===== src/rtl/regfile_wb_arbiter.sv =====
// Writeback arbiter for the register file's single write port: requester 0 (execute) vs requester 1 (multi-cycle unit).
// Build option: define WB_ARB_FAIRNESS_EN to force requester 1 to win after STARVE_LIMIT consecutive denied cycles.
module regfile_wb_arbiter #(
    parameter int DATA_WIDTH   = 32,
    parameter int ADDR_WIDTH   = 5,
    parameter int STARVE_LIMIT = 4
) (
    input  logic                         Clk_Core,
    input  logic                         Rst_Core,
    input  logic                         Req0_Valid,
    output logic                         Req0_Ready,
    input  logic [ADDR_WIDTH-1:0]        Req0_Addr,
    input  logic [DATA_WIDTH-1:0]        Req0_Data,
    input  logic                         Req1_Valid,
    output logic                         Req1_Ready,
    input  logic [ADDR_WIDTH-1:0]        Req1_Addr,
    input  logic [DATA_WIDTH-1:0]        Req1_Data,
    output logic [ADDR_WIDTH-1:0]        Write_Addr_Port_1,
    output logic [DATA_WIDTH-1:0]        Write_Data_Port_1,
    output logic                         Wr_En,
    output logic [(1<<ADDR_WIDTH)-1:0]   Pending_Mask
);

    localparam int NUM_REGS = 1 << ADDR_WIDTH;

    // Handshake: a request transfers on a rising edge where Valid && Ready. Valid/Addr/Data hold
    // until accepted; Ready is a function of both Valid inputs, the starvation state and reset only.
    logic grant0;
    logic grant1;
    logic force_req1;

`ifdef WB_ARB_FAIRNESS_EN
    localparam int CNT_W = $clog2(STARVE_LIMIT + 1);
    logic [CNT_W-1:0] starve_cnt;

    always_ff @(posedge Clk_Core) begin
        if (Rst_Core || !Req1_Valid || Req1_Ready) begin
            starve_cnt <= '0;
        end else if (starve_cnt != CNT_W'(STARVE_LIMIT)) begin
            starve_cnt <= starve_cnt + CNT_W'(1);
        end
    end

    assign force_req1 = (starve_cnt == CNT_W'(STARVE_LIMIT));
`else
    // Pure fixed priority: requester 1 is never forced to win.
    assign force_req1 = (STARVE_LIMIT < 0);
`endif

    always_comb begin
        grant0 = 1'b0;
        grant1 = 1'b0;
        if (!Rst_Core) begin
            if (Req1_Valid && (force_req1 || !Req0_Valid)) begin
                grant1 = 1'b1;
            end else if (Req0_Valid) begin
                grant0 = 1'b1;
            end
        end
    end

    assign Req0_Ready = grant0;
    assign Req1_Ready = grant1;

    // x0 writes still consume the slot; they just never raise Wr_En.
    always_ff @(posedge Clk_Core) begin
        if (Rst_Core) begin
            Write_Addr_Port_1 <= '0;
            Write_Data_Port_1 <= '0;
            Wr_En             <= 1'b0;
        end else if (grant0) begin
            Write_Addr_Port_1 <= Req0_Addr;
            Write_Data_Port_1 <= Req0_Data;
            Wr_En             <= (Req0_Addr != '0);
        end else if (grant1) begin
            Write_Addr_Port_1 <= Req1_Addr;
            Write_Data_Port_1 <= Req1_Data;
            Wr_En             <= (Req1_Addr != '0);
        end else begin
            Wr_En             <= 1'b0;
        end
    end

    always_comb begin
        Pending_Mask = {NUM_REGS{1'b0}};
        if (Req0_Valid && !grant0) begin
            Pending_Mask[Req0_Addr] = 1'b1;
        end
        if (Req1_Valid && !grant1) begin
            Pending_Mask[Req1_Addr] = 1'b1;
        end
        // A write registered just before reset is ignored so the mask shows only the requesters.
        if (Wr_En && !Rst_Core) begin
            Pending_Mask[Write_Addr_Port_1] = 1'b1;
        end
        Pending_Mask[0] = 1'b0;
    end

endmodule


===== config.mk =====
export PLATFORM = sky130hd
export DESIGN_NAME = regfile_wb_arbiter
export DESIGN_NICKNAME = d
export VERILOG_FILES = /design/src/rtl/regfile_wb_arbiter.sv
export SDC_FILE = /design/constraint.sdc
export NUM_CORES = 1
export LEC_CHECK = 0
export ABC_CLOCK_PERIOD_IN_PS = 1600
export BUFFER_PORTS_ARGS = -buffer_cell sky130_fd_sc_hd__buf_2
export CAP_MARGIN = 10
export CORE_MARGIN = 4
export CORE_UTILIZATION = 43
export CTS_CLUSTER_SIZE = 8
export DETAILED_ROUTE_END_ITERATION = 7
export GPL_TIMING_DRIVEN = 1
export PLACE_DENSITY = 0.78
export SLEW_MARGIN = 10
export SYNTH_ARGS = -nofsm -noshare
export SYNTH_HDL_FRONTEND = slang
export SYNTH_SLANG_ARGS = --single-unit

===== constraint.sdc =====
create_clock -name Clk_Core -period 1.6 [get_ports Clk_Core]
set_input_delay 0.24 -clock Clk_Core [delete_from_list [all_inputs] [get_ports Clk_Core]]
set_output_delay 0.24 -clock Clk_Core [all_outputs]
set_load 0.01 [all_outputs]

# After elaboration in Yosys (flattened, before gate mapping)
# Cells that the tools add are included.
[totals] in_bits=78 register_bits=38
[op_classes] mux=20 n_reduce_logical=14 n_lt_le_gt_ge=6 n_bitwise=2
[ops] op="2-to-1 mux 32 bit" n=5
[ops] op="bitwise OR 32 bit" n=2
[ops] op="< comparator 5 x 6 -> 1 bit, second input constant" n=3
[ops] op="demux 1 bit (select 5 bit)" n=3
[ops] op="greater-or-equal comparator 5 x 1 -> 1 bit, second input constant" n=3
[ops] op="2-to-1 mux 1 bit" n=10
[ops] op="2-to-1 mux 5 bit" n=2
[ops] op="nonzero test 5 bit" n=2
[ops] op="logical AND 1 bit" n=7
[ops] op="zero test 1 bit" n=4
[ops] op="nonzero test 2 bit" n=1

# Depth between registers and ports, before layout
# Gate-level depths: netlist of run 1.
[logic_depth] ltp_word=11 mapped_depth=5 ltp_nobuf=3

# Worst setup path after synthesis of run 1
# Ideal clock, no wire load.
[synth_timing] path_kind="input to output" startpoint="in Req0_Valid" endpoint="out Pending_Mask[12]" arrival_time_ns=1.287 slack_ns=0.073 cell_stages=4 required_ns=1.360 n_path_buf=1 cell_sequence="buf_2 > nor2_1 > or4b_4 > o21ai_0"
[synth_between] elab_chain_len=11
[synth_rtl] element="from (decl)" line_no="10" text="input logic Req0_Valid,"
[synth_rtl] element="zero test 1 bit" line_no="54" text="if (Req1_Valid && (force_req1 || !Req0_Valid)) begin"
[synth_rtl] element="logical AND 1 bit" line_no="54"
[synth_rtl] element="2-to-1 mux 1 bit" line_no="54"
[synth_rtl] element="2-to-1 mux 1 bit" line_no="53" text="if (!Rst_Core) begin"
[synth_rtl] element="zero test 1 bit" line_no="86" text="if (Req0_Valid && !grant0) begin"
[synth_rtl] element="logical AND 1 bit" line_no="86"
[synth_rtl] element="2-to-1 mux 32 bit" line_no="86"
[synth_rtl] element="bitwise OR 32 bit (no source line)"
[synth_rtl] element="2-to-1 mux 32 bit *" line_no="89" text="if (Req1_Valid && !grant1) begin"
[synth_rtl] element="bitwise OR 32 bit (no source line)"
[synth_rtl] element="2-to-1 mux 32 bit *" line_no="93" text="if (Wr_En && !Rst_Core) begin"
[synth_rtl] element="to (decl)" line_no="21" text="output logic [(1<<ADDR_WIDTH)-1:0] Pending_Mask"
# Mark *: on every way between the ends. The rest lies on a longest branch, timed or not.

# Worst setup path in the final report of run 1
[layout_timing] startpoint="reg Wr_En" endpoint="out Pending_Mask[1]"
[layout_between] elab_chain_len=2
[layout_rtl] element="from (decl)" line_no="20" text="output logic Wr_En,"
[layout_rtl] element="from (signal assigned)" line_no="74" text="Wr_En <= (Req0_Addr != '0);"
[layout_rtl] element="from (signal assigned)" line_no="78" text="Wr_En <= (Req1_Addr != '0);"
[layout_rtl] element="logical AND 1 bit" line_no="93"
[layout_rtl] element="2-to-1 mux 32 bit" line_no="93"
# No other way between the ends.

==> results of run 1 <==
[final timing paths]
path	start	endpoint	slack [ns]	cells after the start
setup reg to reg	Write_Addr_Port_1[3]	Write_Addr_Port_1[3]	0.65	4
hold / removal	Req0_Data[0]	Write_Data_Port_1[0]	0.21	3
hold reg to reg	Write_Data_Port_1[19]	Write_Data_Port_1[19]	0.55	2
setup / recovery	Wr_En	Pending_Mask[1]	-0.18	5
[through the flow]
step	setup slack [ns]	setup TNS, ns	hold WS (ns)
after CTS	-0.161	-2.96	0.204
after global routing	-0.273	-6.28	0.204
after detailed placement	0.00664	0	0.507
final	-0.179	-3.51	0.211
after floorplan	0.0726	0	0.384
after global placement	0.0264	0	0.489
[layer usage]
| layer | vias to the layer above | global-route usage | routed length (um) |
|---|---|---|---|
| li1 | 1398 | - | - |
| met1 | 1320 | 0.274 | 3370 |
| met2 | 147 | 0.385 | 3930 |
| met3 | 19 | 0.0694 | 847 |
| met4 | 0 | 0.0728 | 184 |
| met5 | - | 0 | 0 |
[cell usage after synthesis, types with 2 or more instances]
| library cell | instances |
|---|---|
| a211oi_1 | 32 |
| a21oi_1 | 4 |
| a22oi_1 | 31 |
| and3_1 | 2 |
| and3b_1 | 6 |
| and4b_1 | 3 |
| buf_1 | 2 |
| buf_2 | 7 |
| buf_4 | 2 |
| clkbuf_1 | 16 |
| dfxtp_1 | 38 |
| mux2_2 | 4 |
| mux2i_1 | 32 |
| nand2_1 | 10 |
| nand3b_1 | 3 |
| nor2_1 | 36 |
| nor3_1 | 2 |
| nor3b_1 | 6 |
| nor4bb_1 | 3 |
| o21ai_0 | 31 |
| or3_1 | 2 |
| or3b_2 | 3 |
[report_power, final]
part           internal [mW]  switching [mW]  total (mW)
combinational          0.310           0.335       0.645
clock                  0.499           0.328       0.826
sequential              1.02          0.0562        1.07
[sequential cells by signal, indices dropped and copies added, names as in the netlist]
register and count:
Wr_En 1, Write_Addr_Port_1 5, Write_Data_Port_1 32
[layout make-up]
class,count,share of cell area
sequential,38,0.214
inverter,1,0.00103
multi-input combinational,222,0.464
clock buffer,6,0.0226
tap,72,0.0246
timing repair buffer,169,0.266
clock inverter,1,0.00822
[tightest hold or removal path, cell delays in order]
cell and delay (ns):
buf_2 0.10, nand2_1 0.06, a21oi_1 0.05
[timing repair]
item / CTS / global route
endpoints found under the setup margin: 31 / 31
hold endpoints to repair: 0 / 0
gates resized for setup: 59 / 19
setup buffers: 1 / 0
pin swaps: 13 / 2
hold buffers: 0 / 0
[kinds of logic (layout without fill, tap and decap cells)]
family / count (synthesis) / in the layout / share of synthesized area
compound gates: 101 / 101 / 0.279
buf+inv: 28 / 177 / 0.0502
flops: 38 / 38 / 0.315
mux: 36 / 36 / 0.151
other cells: 1 / 1 / 0.00155
simple gates: 84 / 84 / 0.203
==> results.py, run 1 <==
metrics = {
    "run_status": {
        "status": "complete, but fails checks",
        "violations": "setup timing",
    },
    "routing": {
        "vias": 2884,
        "ant_nets": 0,
        "drt_iter0_drc": 188,
        "wire_per_inst_um": 16.4,
        "drcViolationCount": 0,
        "routed_wirelength_mm": 8.33,
        "viasPerCell": 5.67,
        "first_pass_iters": 4,
    },
    "yosys": {
        "synthCells": 288,
        "synth_edf_count": 0,
        "syn_area_per_cell_um2": 8.39,
        "yosysWarnings": 0,
        "yosys-top-cells-area": "dfxtp_1 (31%), mux2i_1 (13%), a211oi_1 (9.9%)",
        "ys_ff_latch": 38,
        "synthFlopType": "dfxtp_1",
        "yosysTopAreaCell": "dfxtp_1",
        "syn-cell-area_um2": 2420,
        "synth_cell_types": 35,
        "synth.top_cell.area_share": 0.315,
        "synth_nets": 366,
        "ys_seq_area_frac": 0.315,
        "synthArstFlopShare": 0,
    },
    "place": {
        "placed_cell_area_um2": 3340,
        "dp.cells": 502,
        "portBuffers": 148,
        "hpwlAfterDp_mm": 6.15,
        "finalWeightedCongestion": 0.910,
    },
    "setup_path": {
        "cp_slowest_stage_delay_ns": 0.36,
        "worstPathArrival_ns": 1.54,
        "cp-start-kind": "register",
        "crit_buf_inv": 2,
        "cp_top_family": "flip-flops",
        "cp-end-kind": "primary output",
        "worst_path_max_delay_cell": "dfxtp_2",
        "critPathMaxFanout": 8,
        "critPathRequiredTime_ns": 1.36,
        "crit_chain": "nor4bb_4 -> buf_6 -> a22oi_2 -> o21ai_1 -> buf_2",
        "path_class": "reg2out",
    },
    "clock_tree": {
        "cts_inserted_buffers": 5,
        "cts_tree": "yes",
        "clk_root_buffer_cell": "clkbuf_8",
        "htree_levels": 2,
        "clkTransAtPathRegs_ns": 0.08,
        "numClockSinks": 38,
        "clock_latency_ns": 0.28,
        "clk_path_buf_depth": 2,
    },
    "timing": {
        "setup_ws_ns": -0.179,
        "setup_violations": 31,
        "min_period_ns": 1.78,
        "finalHoldViolCount": 0,
        "rsz0062_at_grt": "yes",
        "min_period_over_period": 1.11,
        "worst_slew_pin_slew_ns": 0.643,
        "finClkSkew_ns": 0,
        "fmax_ghz": 0.562,
        "slew_violations": 0,
        "maxSlewHeadroom": 0.570,
    },
    "floorplanning": {
        "die_x_um": 83.0,
        "core_um2": 5470,
        "start_util": 0.442,
        "num_io_pins": 150,
        "die_h_um": 83.0,
        "num_rows": 27,
        "dieArea_um2": 6880,
    },
    "grt": {
        "grt_pass1_vias": 2689,
        "grt_usage": 0.227,
        "overflow": 0,
        "grt_pass1_wl_mm": 13.3,
        "antenna_found_initial": 0,
        "grt_max_degree": 59,
    },
    "pwr": {
        "finalPower_mw": 2.54,
        "ir_drop_mv": 0.537,
        "power_leakage_nw": 1.71,
        "powerDensity_nw_per_um2": 696,
    },
    "min_path": {
        "hold_path_class": "in2reg",
    },
    "final_layout": {
        "seq_area_um2": 781,
        "layout_common_cells": "buf_2 (148), nor2_1 (36), dfxtp_1 (32), mux2i_1 (32), a211oi_1 (32)",
        "final_layout_size_suffix_gt1_frac": 0.508,
        "utilization": 0.668,
        "fin_cells": 509,
        "final_common_cell": "buf_2",
        "syn_to_final_growth_pct": 51.2,
        "insertedDiodeCount": 0,
        "multi_input_area_um2": 1700,
        "final_area_um2": 3650,
        "fillers": 462,
        "nets": 515,
    },
    "run": {
        "max-cap-violations": 0,
    },
}
Note: power is estimated with default switching activity, not from simulation.
==> inputs of run 2 (changes only) <==
Settings changed: BUFFER_PORTS_ARGS -buffer_cell sky130_fd_sc_hd__buf_2 to unset, CORE_UTILIZATION 43 to 50, DONT_BUFFER_PORTS set to 1, PLACE_DENSITY 0.78 to 0.63.
==> run 2 against run 1 <==
- first-iteration DRC count shrank 23%
- cell area is 17% lower
- the run still ends with setup timing left
- via count fell by 18%
==> results.py, run 2 (synthesis gave the netlist of run 1 again) <==
metrics = {
    "timing": {
        "finalHoldViolCount": 0,
        "maxSlewHeadroom": 0.552,
        "min_period_over_period": 1.07,
        "rsz0062_at_grt": "yes",
        "slew_violations": 0,
        "setup_violations": 18,
        "setup_ws_ns": -0.117,
        "finClkSkew_ns": 0,
        "fmax_ghz": 0.583,
        "min_period_ns": 1.72,
        "worst_slew_pin_slew_ns": 0.671,
    },
    "routing": {
        "wl_met2_mm": 3.65,
        "drt_iter0_drc": 144,
        "drcViolationCount": 0,
        "wl_met1_mm": 3.02,
        "highest-signal-layer": "met4",
        "wire_per_inst_um": 21.0,
        "first_pass_iters": 5,
        "vias": 2368,
        "routed_wirelength_mm": 7.40,
        "route.met3.wl_um": 641,
        "ant_nets": 0,
        "viasPerCell": 6.73,
    },
    "clock_tree": {
        "clk_root_buffer_cell": "clkbuf_8",
        "clkTransAtPathRegs_ns": 0.07,
        "cts_inserted_buffers": 5,
        "cts_tree": "yes",
        "htree_levels": 2,
        "clock_latency_ns": 0.28,
        "cts_hold_buf": 0,
        "numClockSinks": 38,
        "clk_path_buf_depth": 2,
    },
    "pwr": {
        "power_leakage_nw": 1.13,
        "ir_drop_mv": 0.522,
        "powerDensity_nw_per_um2": 761,
    },
    "setup_path": {
        "worstPathArrival_ns": 1.48,
        "critPathRequiredTime_ns": 1.36,
        "cp-start-kind": "register",
        "path_class": "reg2out",
        "critPathMaxFanout": 7,
        "cp-end-kind": "primary output",
    },
    "final_layout": {
        "layout_common_cells": "nor2_1 (36), dfxtp_1 (32), mux2i_1 (32), a211oi_1 (32)",
        "final_common_cell": "nor2_1",
        "largest_register": "Write_Data_Port_1",
        "fillers": 379,
        "largest_register_ff_count": 32,
        "syn_to_final_growth_pct": 25.2,
        "insertedDiodeCount": 0,
        "seq_area_um2": 776,
        "fin_cells": 352,
        "nets": 376,
        "utilization": 0.645,
        "multi_input_area_um2": 1810,
        "top_regs": "Write_Data_Port_1 (32), Write_Addr_Port_1 (5), Wr_En (1)",
        "final_layout_size_suffix_gt1_frac": 0.379,
    },
    "floorplanning": {
        "num_io_pins": 150,
        "core_um2": 4690,
        "die_h_um": 77.5,
        "dieArea_um2": 6010,
        "die_x_um": 77.5,
        "start_util": 0.515,
        "num_rows": 25,
    },
    "run": {
        "max-cap-violations": 0,
    },
    "place": {
        "portBuffers": 0,
        "hpwlAfterDp_mm": 4.97,
        "finalWeightedCongestion": 0.900,
        "dp.cells": 334,
    },
    "grt": {
        "grt_max_degree": 49,
        "overflow": 0,
        "antenna_found_initial": 0,
        "grt_usage": 0.233,
        "grt_pass1_vias": 2333,
        "grt_pass1_wl_mm": 11.4,
    },
    "run_status": {
        "status": "complete, but fails checks",
        "violations": "setup timing",
    },
    "min_path": {
        "hold_path_class": "in2reg",
    },
}
==> run 2: per-layer routing <==
layer / vias to the layer above / GRT usage
li1: 1123 / -
met1: 1114 / 0.268
met2: 120 / 0.400
met3: 11 / 0.0742
met4: 0 / 0.0943
met5: - / 0
==> run 2: metrics by stage <==
stage	hold slack [ns]	setup TNS (ns)	area [um2]	total power, mW	setup slack (ns)
6_report	0.0137	-1.17	3030	2.30	-0.117
5_1_grt	0.00370	-2.77	3030	2.40	-0.189
4_1_cts	0.00348	-1.18	2830	2.29	-0.136
3_5_place_dp	0.320	0	2520	1.44	0.144
3_3_place_gp	0.318	0	2520	1.43	0.164
2_1_floorplan	0.384	0	2420	1.39	0.0726
==> run 2: what timing repair did <==
action / CTS / global route
setup endpoints to repair: 31 / 31
pin swaps: 7 / 9
buffers inserted: 4 / 7
gates resized for setup: 70 / 35
==> run 2: final cells by class <==
class / count / share of cell area
repair buffers: 30 / 0.0835
clock inverters: 1 / 0.00992
clock buffers: 6 / 0.0273
multi-input cells: 222 / 0.599
well taps: 54 / 0.0223
flip-flops and latches: 38 / 0.256
inverters: 1 / 0.00124
==> run 2: final timing paths <==
path                             start                   end  slack [ns]  cells after the start
setup / recovery                 Wr_En       Pending_Mask[1]       -0.12                      5
hold / removal                Rst_Core  Write_Addr_Port_1[0]        0.01                      1
setup reg to reg  Write_Addr_Port_1[3]  Write_Addr_Port_1[3]        0.58                      4
hold reg to reg   Write_Addr_Port_1[0]  Write_Addr_Port_1[0]        0.55                      2
==> run 2: critical path: stages, from the launching register on <==
cell and delay (ns):
dfxtp_2 0.37, nor4bb_4 0.30, buf_6 0.17, a22oi_2 0.08, o21ai_1 0.12, buf_4 0.15
==> run 2: report_power, final <==
group          switching [mW]  internal [mW]  leakage [nW]  total (mW)
Clock                   0.321          0.499        0.0573       0.819
Combinational           0.187          0.184         0.756       0.371
Sequential             0.0942           1.02         0.319        1.11
Total                   0.602           1.70          1.13        2.30
